--- config.mk ---
export PLATFORM = sky130hd
export DESIGN_NAME = vip_axi4_burst_addr_gen
export DESIGN_NICKNAME = d
export VERILOG_FILES = /design/src/rtl/vip_axi4_burst_addr_gen.sv
export SDC_FILE = /design/constraint.sdc
export NUM_CORES = 1
export LEC_CHECK = 0
export ABC_AREA = 1
export ABC_CLOCK_PERIOD_IN_PS = 8300
export CAP_MARGIN = 0
export CORE_AREA = 2 2 166 168
export CTS_CLUSTER_SIZE = 14
export DETAILED_ROUTE_END_ITERATION = 10
export DIE_AREA = 0 0 168 170
export PLACE_DENSITY = 0.81
export SKIP_CTS_REPAIR_TIMING = 1
export SYNTH_ARGS = -nofsm -noshare
export SYNTH_HDL_FRONTEND = slang
export SYNTH_SLANG_ARGS = --single-unit
--- constraint.sdc ---
create_clock -name clk -period 8.3 [get_ports clk]
set_clock_uncertainty 0.2 [all_clocks]
set_input_delay 1.66 -clock clk [delete_from_list [all_inputs] [get_ports clk]]
set_output_delay 1.66 -clock clk [all_outputs]
set_load 0.03 [all_outputs]
--- src/rtl/vip_axi4_burst_addr_gen.sv ---
// AXI4 burst address generator: validates one AW/AR command per handshake and
// walks it beat by beat (FIXED / INCR / WRAP), emitting address, strobe, index and last.
module vip_axi4_burst_addr_gen #(
  parameter int ID_WIDTH_P   = 4,
  parameter int ADDR_WIDTH_P = 32,
  parameter int DATA_WIDTH_P = 64
) (
  input  logic                    clk,
  input  logic                    rst,
  input  logic                    cmd_valid,
  output logic                    cmd_ready,
  input  logic [ID_WIDTH_P-1:0]   cmd_id,
  input  logic [ADDR_WIDTH_P-1:0] cmd_addr,
  input  logic [7:0]              cmd_len,
  input  logic [2:0]              cmd_size,
  input  logic [1:0]              cmd_burst,
  output logic                    beat_valid,
  input  logic                    beat_ready,
  output logic [ID_WIDTH_P-1:0]   beat_id,
  output logic [ADDR_WIDTH_P-1:0] beat_addr,
  output logic [DATA_WIDTH_P/8-1:0] beat_strb,
  output logic [7:0]              beat_index,
  output logic                    beat_last,
  output logic                    err_valid,
  output logic [3:0]              err_code
);

  localparam int NB  = DATA_WIDTH_P / 8;
  localparam int NBW = $clog2(NB);
  localparam int AW  = ADDR_WIDTH_P;
  localparam int EW  = ADDR_WIDTH_P + 16;

  typedef enum logic {IDLE, BURST} state_e;

  state_e            state_q, state_d;
  logic [ID_WIDTH_P-1:0] id_q, id_d;
  logic [AW-1:0]     addr_q, addr_d, nxt_addr;
  logic [NB-1:0]     strb_q, strb_d;
  logic [7:0]        idx_q, idx_d, len_q, len_d;
  logic              last_q, last_d;
  logic [2:0]        size_q, size_d;
  logic [1:0]        burst_q, burst_d;
  logic [AW-1:0]     wmask_q, wmask_d;
  logic              err_valid_q, err_valid_d;
  logic [3:0]        err_code_q, err_code_d;
  logic [3:0]        cmd_err;
  logic              beat_hs, cmd_hs;

  function automatic logic [AW-1:0] size_mask_f(input logic [2:0] size);
    return (AW'(1) << size) - AW'(1);
  endfunction

  // Lanes run from the byte offset of the address to the end of its S-aligned container.
  function automatic logic [NB-1:0] strb_f(input logic [NBW-1:0] lo, input logic [2:0] size);
    logic [NBW:0]   one_sh;
    logic [NBW-1:0] ml;
    logic [NBW:0]   hi;
    logic [NBW:0]   iv;
    logic [NB-1:0]  s;
    one_sh = (NBW+1)'(1) << size;
    ml     = NBW'(one_sh - (NBW+1)'(1));
    hi     = {1'b0, lo & ~ml} + {1'b0, ml};
    s      = '0;
    for (int i = 0; i < NB; i++) begin
      iv   = (NBW+1)'(i);
      s[i] = (iv >= {1'b0, lo}) && (iv <= hi);
    end
    return s;
  endfunction

  function automatic logic [AW-1:0] next_addr_f(input logic [AW-1:0] addr, input logic [2:0] size,
                                                input logic [1:0] burst, input logic [AW-1:0] wmask);
    logic [AW-1:0] m;
    m = size_mask_f(size);
    case (burst)
      2'b00:   return addr;
      2'b10:   return (addr & ~wmask) | ((addr + m + AW'(1)) & wmask);
      default: return (addr & ~m) + m + AW'(1);
    endcase
  endfunction

  // The page check runs in a wider sum so a wrap past the top of the address space also flags.
  function automatic logic [3:0] check_f(input logic [AW-1:0] addr, input logic [7:0] len,
                                         input logic [2:0] size, input logic [1:0] burst);
    logic [3:0]    e;
    logic [AW-1:0] m;
    logic [EW-1:0] last_byte;
    m         = size_mask_f(size);
    last_byte = EW'(addr & ~m) + ((EW'(len) + EW'(1)) << size) - EW'(1);
    e[0] = size > 3'(NBW);
    e[1] = burst == 2'b11;
    e[2] = ((burst == 2'b10) && !(len == 8'd1 || len == 8'd3 || len == 8'd7 || len == 8'd15)) ||
           ((burst == 2'b10) && ((addr & m) != '0)) ||
           ((burst == 2'b00) && (len > 8'd15));
    e[3] = (burst == 2'b01) && ((last_byte >> 12) != EW'(addr >> 12));
    return e;
  endfunction

  always_comb begin
    state_d     = state_q;
    id_d        = id_q;
    addr_d      = addr_q;
    strb_d      = strb_q;
    idx_d       = idx_q;
    last_d      = last_q;
    len_d       = len_q;
    size_d      = size_q;
    burst_d     = burst_q;
    wmask_d     = wmask_q;
    err_valid_d = 1'b0;
    err_code_d  = '0;
    cmd_err     = check_f(cmd_addr, cmd_len, cmd_size, cmd_burst);
    nxt_addr    = next_addr_f(addr_q, size_q, burst_q, wmask_q);
    beat_hs     = (state_q == BURST) && beat_ready;
    cmd_ready   = !rst && ((state_q == IDLE) || (beat_hs && last_q));
    cmd_hs      = cmd_valid && cmd_ready;

    if (beat_hs) begin
      if (last_q) begin
        state_d = IDLE;
      end else begin
        addr_d = nxt_addr;
        strb_d = strb_f(nxt_addr[NBW-1:0], size_q);
        idx_d  = idx_q + 8'd1;
        last_d = (idx_q + 8'd1) == len_q;
      end
    end

    if (cmd_hs) begin
      if (|cmd_err) begin
        err_valid_d = 1'b1;
        err_code_d  = cmd_err;
      end else begin
        state_d = BURST;
        id_d    = cmd_id;
        addr_d  = cmd_addr;
        strb_d  = strb_f(cmd_addr[NBW-1:0], cmd_size);
        idx_d   = 8'd0;
        last_d  = cmd_len == 8'd0;
        len_d   = cmd_len;
        size_d  = cmd_size;
        burst_d = cmd_burst;
        wmask_d = ((AW'(cmd_len) + AW'(1)) << cmd_size) - AW'(1);
      end
    end
  end

  always_ff @(posedge clk) begin
    if (rst) begin
      state_q     <= IDLE;
      id_q        <= '0;
      addr_q      <= '0;
      strb_q      <= '0;
      idx_q       <= '0;
      last_q      <= 1'b0;
      len_q       <= '0;
      size_q      <= '0;
      burst_q     <= '0;
      wmask_q     <= '0;
      err_valid_q <= 1'b0;
      err_code_q  <= '0;
    end else begin
      state_q     <= state_d;
      id_q        <= id_d;
      addr_q      <= addr_d;
      strb_q      <= strb_d;
      idx_q       <= idx_d;
      last_q      <= last_d;
      len_q       <= len_d;
      size_q      <= size_d;
      burst_q     <= burst_d;
      wmask_q     <= wmask_d;
      err_valid_q <= err_valid_d;
      err_code_q  <= err_code_d;
    end
  end

  assign beat_valid = state_q == BURST;
  assign beat_id    = id_q;
  assign beat_addr  = addr_q;
  assign beat_strb  = strb_q;
  assign beat_index = idx_q;
  assign beat_last  = last_q;
  assign err_valid  = err_valid_q;
  assign err_code   = err_code_q;

endmodule

# [After elaboration in Yosys (flattened, before gate mapping)]
# Index checks and enable logic that the tools add are counted.
[totals] elab_cells=152 input_bits=53 output_inout_bits=60 regBits=104
[op_classes] bitwise=16 n_shift=6 n_addsub=16 eq_ne=10 n_mux=22 n_reduce_logical=38 magnitude_cmp=32
[op_table] cell="32-bit bitwise AND" count=4
[op_table] cell="32-bit 2-to-1 mux" count=4
[op_table] cell="32-bit by 1-bit adder with 32-bit output, second input constant" count=2
[op_table] cell="32-bit adder" count=2
[op_table] cell="8-bit 2-to-1 mux" count=8
[op_table] cell="32-bit NOT" count=2
[op_table] cell="32-bit case mux with 2 select lines" count=1
[op_table] cell="1-bit by 3-bit left shift with 32-bit output, first input constant" count=2
[op_table] cell="32-bit by 2-bit subtractor with 32-bit output, second input constant" count=2
[op_table] cell="48-bit adder" count=1
[op_table] cell="32-bit by 48-bit bitwise AND with 48-bit output" count=1
[op_table] cell="32-bit NOT with 48-bit output" count=1
[op_table] cell="9-bit by 3-bit left shift with 48-bit output" count=1
[op_table] cell="48-bit by 1-bit subtractor with 48-bit output, second input constant" count=1
[op_table] cell="36-bit by 20-bit != test with 1-bit output" count=1
[op_table] cell="3-bit by 4-bit less-or-equal comparator with 1-bit output, first input constant" count=8
[op_table] cell="32-bit bitwise OR" count=1
[op_table] cell="32-bit nonzero test" count=1
[op_table] cell="9-bit by 3-bit left shift with 32-bit output" count=1
[op_table] cell="32-bit by 1-bit subtractor with 32-bit output, second input constant" count=1
[op_table] cell="1-bit logical AND" count=22
[op_table] cell="8-bit by 1-bit adder with 9-bit output, second input constant" count=2
[op_table] cell="3-bit >= comparator, first input constant" count=6
[op_table] cell="1-bit by 4-bit less-or-equal comparator with 1-bit output, first input constant" count=4
[op_table] cell="other kinds (28)" count=61

# [Depth between registers and ports, before layout]
# Gate-level depths: netlist (run 1).
[logic_depth] word_depth=15 ltp_mapped=39 ltp_nobuf=38

# [Worst setup path after synthesis (run 1)]
# OpenSTA, ideal clock, no wires.
[synth_path] kind="input to register" start="input cmd_size[2]" end="register wmask_q[24]" t_arrival_ns=5.250 setup_ns=0.136 setup_slack_ns=2.714 required_time_ns=7.964 path_buffers=4 stages=30 cell_sequence="inv_2 -> buf_2 -> clkbuf_1 -> nand3_1 -> ha_1 -> nand2_1 -> o21bai_1 -> xor2_1 -> nand2_1 -> ha_1 -> inv_1 -> ha_1 -> nand2_1 -> inv_1 -> nand2_1 -> nand3_1 -> a21oi_1 -> nand2_2 -> xor2_1 -> nand3b_1 -> nor2_1 -> nand2_1 -> nor2_1 -> nand2_1 -> nand2_4 -> nand3_4 -> buf_6 -> buf_4 -> nand2_1 -> a21oi_2"
[synth_between] elab_chain_len=11 elab_cells_between_ends=20 classes_between="add/sub: 4; order compare: 1; eq/ne: 1; shift: 3; bitwise: 4; reduce/logical: 7"
[synth_rtl] item="start, declared" line_no="15" source="input logic [2:0] cmd_size,"
[synth_rtl] item="1-bit by 3-bit left shift with 32-bit output" line_no="50" source="return (AW'(1) << size) - AW'(1);"
[synth_rtl] item="32-bit by 2-bit subtractor with 32-bit output" line_no="50"
[synth_rtl] item="32-bit NOT with 48-bit output" line_no="89" source="last_byte = EW'(addr & ~m) + ((EW'(len) + EW'(1)) << size) - EW'(1);"
[synth_rtl] item="32-bit by 48-bit bitwise AND with 48-bit output" line_no="89"
[synth_rtl] item="48-bit adder" line_no="89"
[synth_rtl] item="48-bit by 1-bit subtractor with 48-bit output" line_no="89"
[synth_rtl] item="36-bit by 20-bit != test with 1-bit output" line_no="95" source="e[3] = (burst == 2'b01) && ((last_byte >> 12) != EW'(addr >> 12));"
[synth_rtl] item="1-bit logical AND" line_no="95"
[synth_rtl] item="4-bit OR reduction" line_no="130" source="if (|cmd_err) begin"
[synth_rtl] item="1-bit NOT (no line)"
[synth_rtl] item="2-bit AND reduction (no line)"
[synth_rtl] item="end signal, assigned" line_no="172" source="wmask_q <= wmask_d;"
[synth_rtl] item="end, declared" line_no="43" source="logic [AW-1:0] wmask_q, wmask_d;"
# Parallel ways exist; a longest one is shown, timed or not.
# A chain may end at the register's enable or synchronous reset.

# [Final worst setup path (run 1)]
[layout_path] start="input cmd_len[0]" end="register size_q[0]"
[layout_between] elab_chain_len=11 elab_cells_between_ends=22 classes_between="add/sub: 3; order compare: 1; eq/ne: 5; shift: 1; bitwise: 1; reduce/logical: 11"
[layout_rtl] item="start, declared" line_no="14" source="input logic [7:0] cmd_len,"
[layout_rtl] item="branches (longest 8 deep; another with 48-bit adder)"
[layout_rtl] item="4-bit OR reduction (*)" line_no="130"
[layout_rtl] item="1-bit NOT (no line) (*)"
[layout_rtl] item="2-bit AND reduction (no line) (*)"
[layout_rtl] item="end signal, assigned" line_no="170" source="size_q <= size_d;"
[layout_rtl] item="end, declared" line_no="41" source="logic [2:0] size_q, size_d;"
# Mark *: on every way between the ends.

==> summary.md, run 1 <==
| Metric | Value |
|---|---|
| Crit path max fanout | 38 |
| Post-synth design cell area | 13200 µm² |
| Vias | 15400 |
| Switch share | 0.419 |
| Dpl hpwl | 40.2 mm |
| Rel. slew slack | 0.335 |
| Drt wl/cell | 17.9 µm |
| P_sw | 0.000686 W |
| WS Path Type | in2reg |
| Cell count after synthesis | 2306 |
| Final number of setup-violating endpoints | 0 |
| Global-route wire length before repair | 76.3 mm |
| H-tree depth | 3 |
| CTS Buf Count | 9 |
| Total Routing Usage GR | 0.339 |
| Total grt overflow | 0 |
| Post-layout util | 0.562 |
| Power, Total | 0.00164 W |
| Synth top area share | 0.179 |
| Sequential Power Share | 0.322 |
| Fill count | 2765 |
| Max Clk Rate | 134 MHz |
| Ys flop type | dfxtp_1 |
| Clock Pin Slew Worst Setup and Hold Paths | 0.08 ns |
| I/O Pins | 113 |
| Placed cell area | 14700 µm² |
| Vias in the first global route | 14400 |
| CP Launch Type | input pin |
| Root buffer selected by CTS | clkbuf_16 |
| DRT iter0 DRCs | 1854 |
| Arrival time at the worst endpoint | 7.47 ns |
| Layout area overhead | 13.1% |
| Final min period | 7.44 ns |
| Post-synth ARST share | 0 |
| R2r startpoint | size_q[2] |
| Critical path's slowest cell | clkdlybuf4s50_1 |
| CTS tree | done |
| Yosys Warn Count | 0 |
| Power density cells | 109 nW/µm² |
| Final #Nets | 2597 |
| WL final | 49.2 mm |
| Hold path cells | 2 |
| Die Wd | 168 µm |
| Reg-to-reg setup timing slack | 3.49 ns |
| CP endpoint kind | flip-flop |
| Post-synth EDFFs | 0 |
| Num Clock Sinks | 103 |
| HP Class | reg2reg |
| Die area | 28600 µm² |
| Clock Power Share | 0.263 |
| Int Pwr | 0.000952 W |
| Routed Antenna Nets | 0 |
| #FFs+latches synth | 103 |
| Syn avg cell area | 5.74 µm² |
| Period utilization | 0.897 |
| Pleak | 7.28 nW |
| Worst EP required | 8.33 ns |
| DR vias/cell | 5.61 |
| R2r worst-path depth | 22 |
| Die span in y | 170 µm |
| Initial Util | 0.496 |
| IR drop worst, VDD | 0.0935 mV |
| Drt pass-1 iters | 6 |
| Maximum number of pins on one net before global-route repair | 80 |
| PortBufs | 112 |
| Diodes inserted | 0 |
| Most frequent CP cell | nand2_1 |
| Combinational power share | 0.416 |
| Worst-case clock buffer depth | 2 |
| Hold EP | wmask_q[11] |
| Post-synthesis sequential area ratio | 0.156 |
| Status | completed |
| Initial antenna violation count | 0 |
| RSZ-0062 raised after global routing | no |
| Ranking of synthesized cells by area | nand2_1 18%, dfxtp_1 16%, ha_1 13% |
| Post-synth top area cell | nand2_1 |
| Total core area | 26700 µm² |
| Max incr delay on CP | 0.60 ns |
| Pins Over Slew Limit | 0 |
| Worst-skew pair later-pin latency | 0.36 ns |
| Max-cap violations | 0 |
| Hold path start | wmask_q[11] |
| Critical R2R Capture | beat_addr[13] |
| Least-Margin Pin Slew | 0.987 ns |
| Unique masters post-synth | 59 |
| Finished Cell Area | 15000 µm² |
| Post-route setup TNS | 0 ns |
| FP Rows | 60 |
| Layout cells sized above 1 | 0.0291 |
| Drt drc | 0 |
| Final hold vios | 0 |
| Final weighted congestion in routability-driven placement | 1.01 |
-- power groups by stage --
stage               clock network, W  logic, W  registers (W)
floorplan                          0  0.000441       0.000551
global placement                   0  0.000658       0.000537
detailed placement                 0  0.000664       0.000538
CTS                         0.000430  0.000668       0.000526
global route                0.000449  0.000755       0.000529
finish                      0.000430  0.000681       0.000527
-- layout make-up --
type	instances	area (µm²)	share of cell area
clock buffers	9	225	0.0150
inverters	401	1510	0.101
well taps	341	427	0.0285
multi-input cells	1761	9440	0.630
clock inverters	7	77.6	0.00518
flip-flops and latches	103	2060	0.138
repair buffers	125	1230	0.0823
-- registers in the layout (all words and copies together), names as in the netlist --
| name | count |
|---|---|
| beat_addr | 32 |
| beat_id | 4 |
| beat_index | 8 |
| beat_last | 1 |
| beat_strb | 8 |
| beat_valid | 1 |
| burst_q | 2 |
| err_code | 4 |
| err_valid | 1 |
| len_q | 8 |
| size_q | 3 |
| wmask_q | 31 |
-- synthesized netlist by cell type, types with 3 or more instances --
cell       count
nand3_1      139
clkbuf_1      34
inv_1        389
nand4_1       13
or2_2          5
buf_4          4
o21ai_1       10
o211ai_1      13
nand2_1      632
dfxtp_1      103
a21boi_0       3
nor4_1        10
a32oi_1        3
inv_2          8
a21o_1         4
o21ai_0      143
buf_2         13
o22ai_1        8
a21oi_1      206
a21oi_2        7
nor3_1        19
a31oi_1       12
o21bai_1      16
xor2_1        42
clkinv_1       3
a211oi_1       6
nand3b_1       9
nor2_1       225
ha_1         142
buf_6          6
o2111ai_1      9
xnor2_1       14
a221oi_1       3
nor2_2         6
o21a_1         4
a22oi_1        8
nand2_2        5
o221ai_1       5
-- per-stage QoR --
stage | worst slack (ns) | cells | hold slack (ns)
3_3_place_gp | 0.653 | 2731 | 0.255
3_5_place_dp | 0.611 | 2731 | 0.261
2_1_floorplan | 2.71 | 2324 | 0.244
4_1_cts | 0.969 | 2747 | 0.272
6_report | 0.858 | 2747 | 0.275
5_1_grt | 0.237 | 2747 | 0.295
-- cell usage in the layout, fill, tap and decap left out, types with 19 or more instances in the layout --
cell             netlist  layout
nand2_1              632     632
inv_1                389     389
nor2_1               225     224
a21oi_1              206     206
o21ai_0              143     143
ha_1                 142     142
nand3_1              139     139
clkdlybuf4s50_1        0     112
dfxtp_1              103     103
xor2_1                42      42
conb_1                 2      20
nor3_1                19      19
-- worst max-delay path: cells and delay by family --
kind / cells / cell delay (ns)
AO/OA/AOI/OAI: 5 / 1.30
adder cells (fa/ha/maj): 3 / 0.95
buffers and inverters: 6 / 1.33
AND/OR/NAND/NOR: 18 / 2.18
-- routing by layer --
metal	track usage	wire, µm
met4	0.120	1740
met2	0.569	22300
met1	0.447	21300
met5	0	0
met3	0.0419	3910
-- kinds of logic after synthesis --
logic type,count (synthesis),share of synthesized area
adder cells (fa/ha/maj),143,0.136
buffers and inverters,460,0.137
AO/OA/AOI/OAI,466,0.198
AND/OR/NAND/NOR,1076,0.336
flip-flops,103,0.156
XOR/XNOR,56,0.0371
other,2,0.000568
-- how the worst max path moves through the flow --
stage	start	depth (start not counted)	endpoint
3_3_place_gp	cmd_len[0]	36	size_q[0]
5_1_grt	cmd_len[0]	32	wmask_q[27]
4_1_cts	cmd_len[0]	33	wmask_q[29]
6_report	cmd_len[0]	32	size_q[0]
3_5_place_dp	cmd_len[0]	32	wmask_q[27]
2_1_floorplan	cmd_size[2]	30	wmask_q[24]
(Power assumes the default switching activity.)
==> inputs of run 2 (changes only) <==
Settings changed: SLEW_MARGIN set to 20.
==> results of run 2 <==
No change in the layout: final DEF, timing and power equal those of run 1.
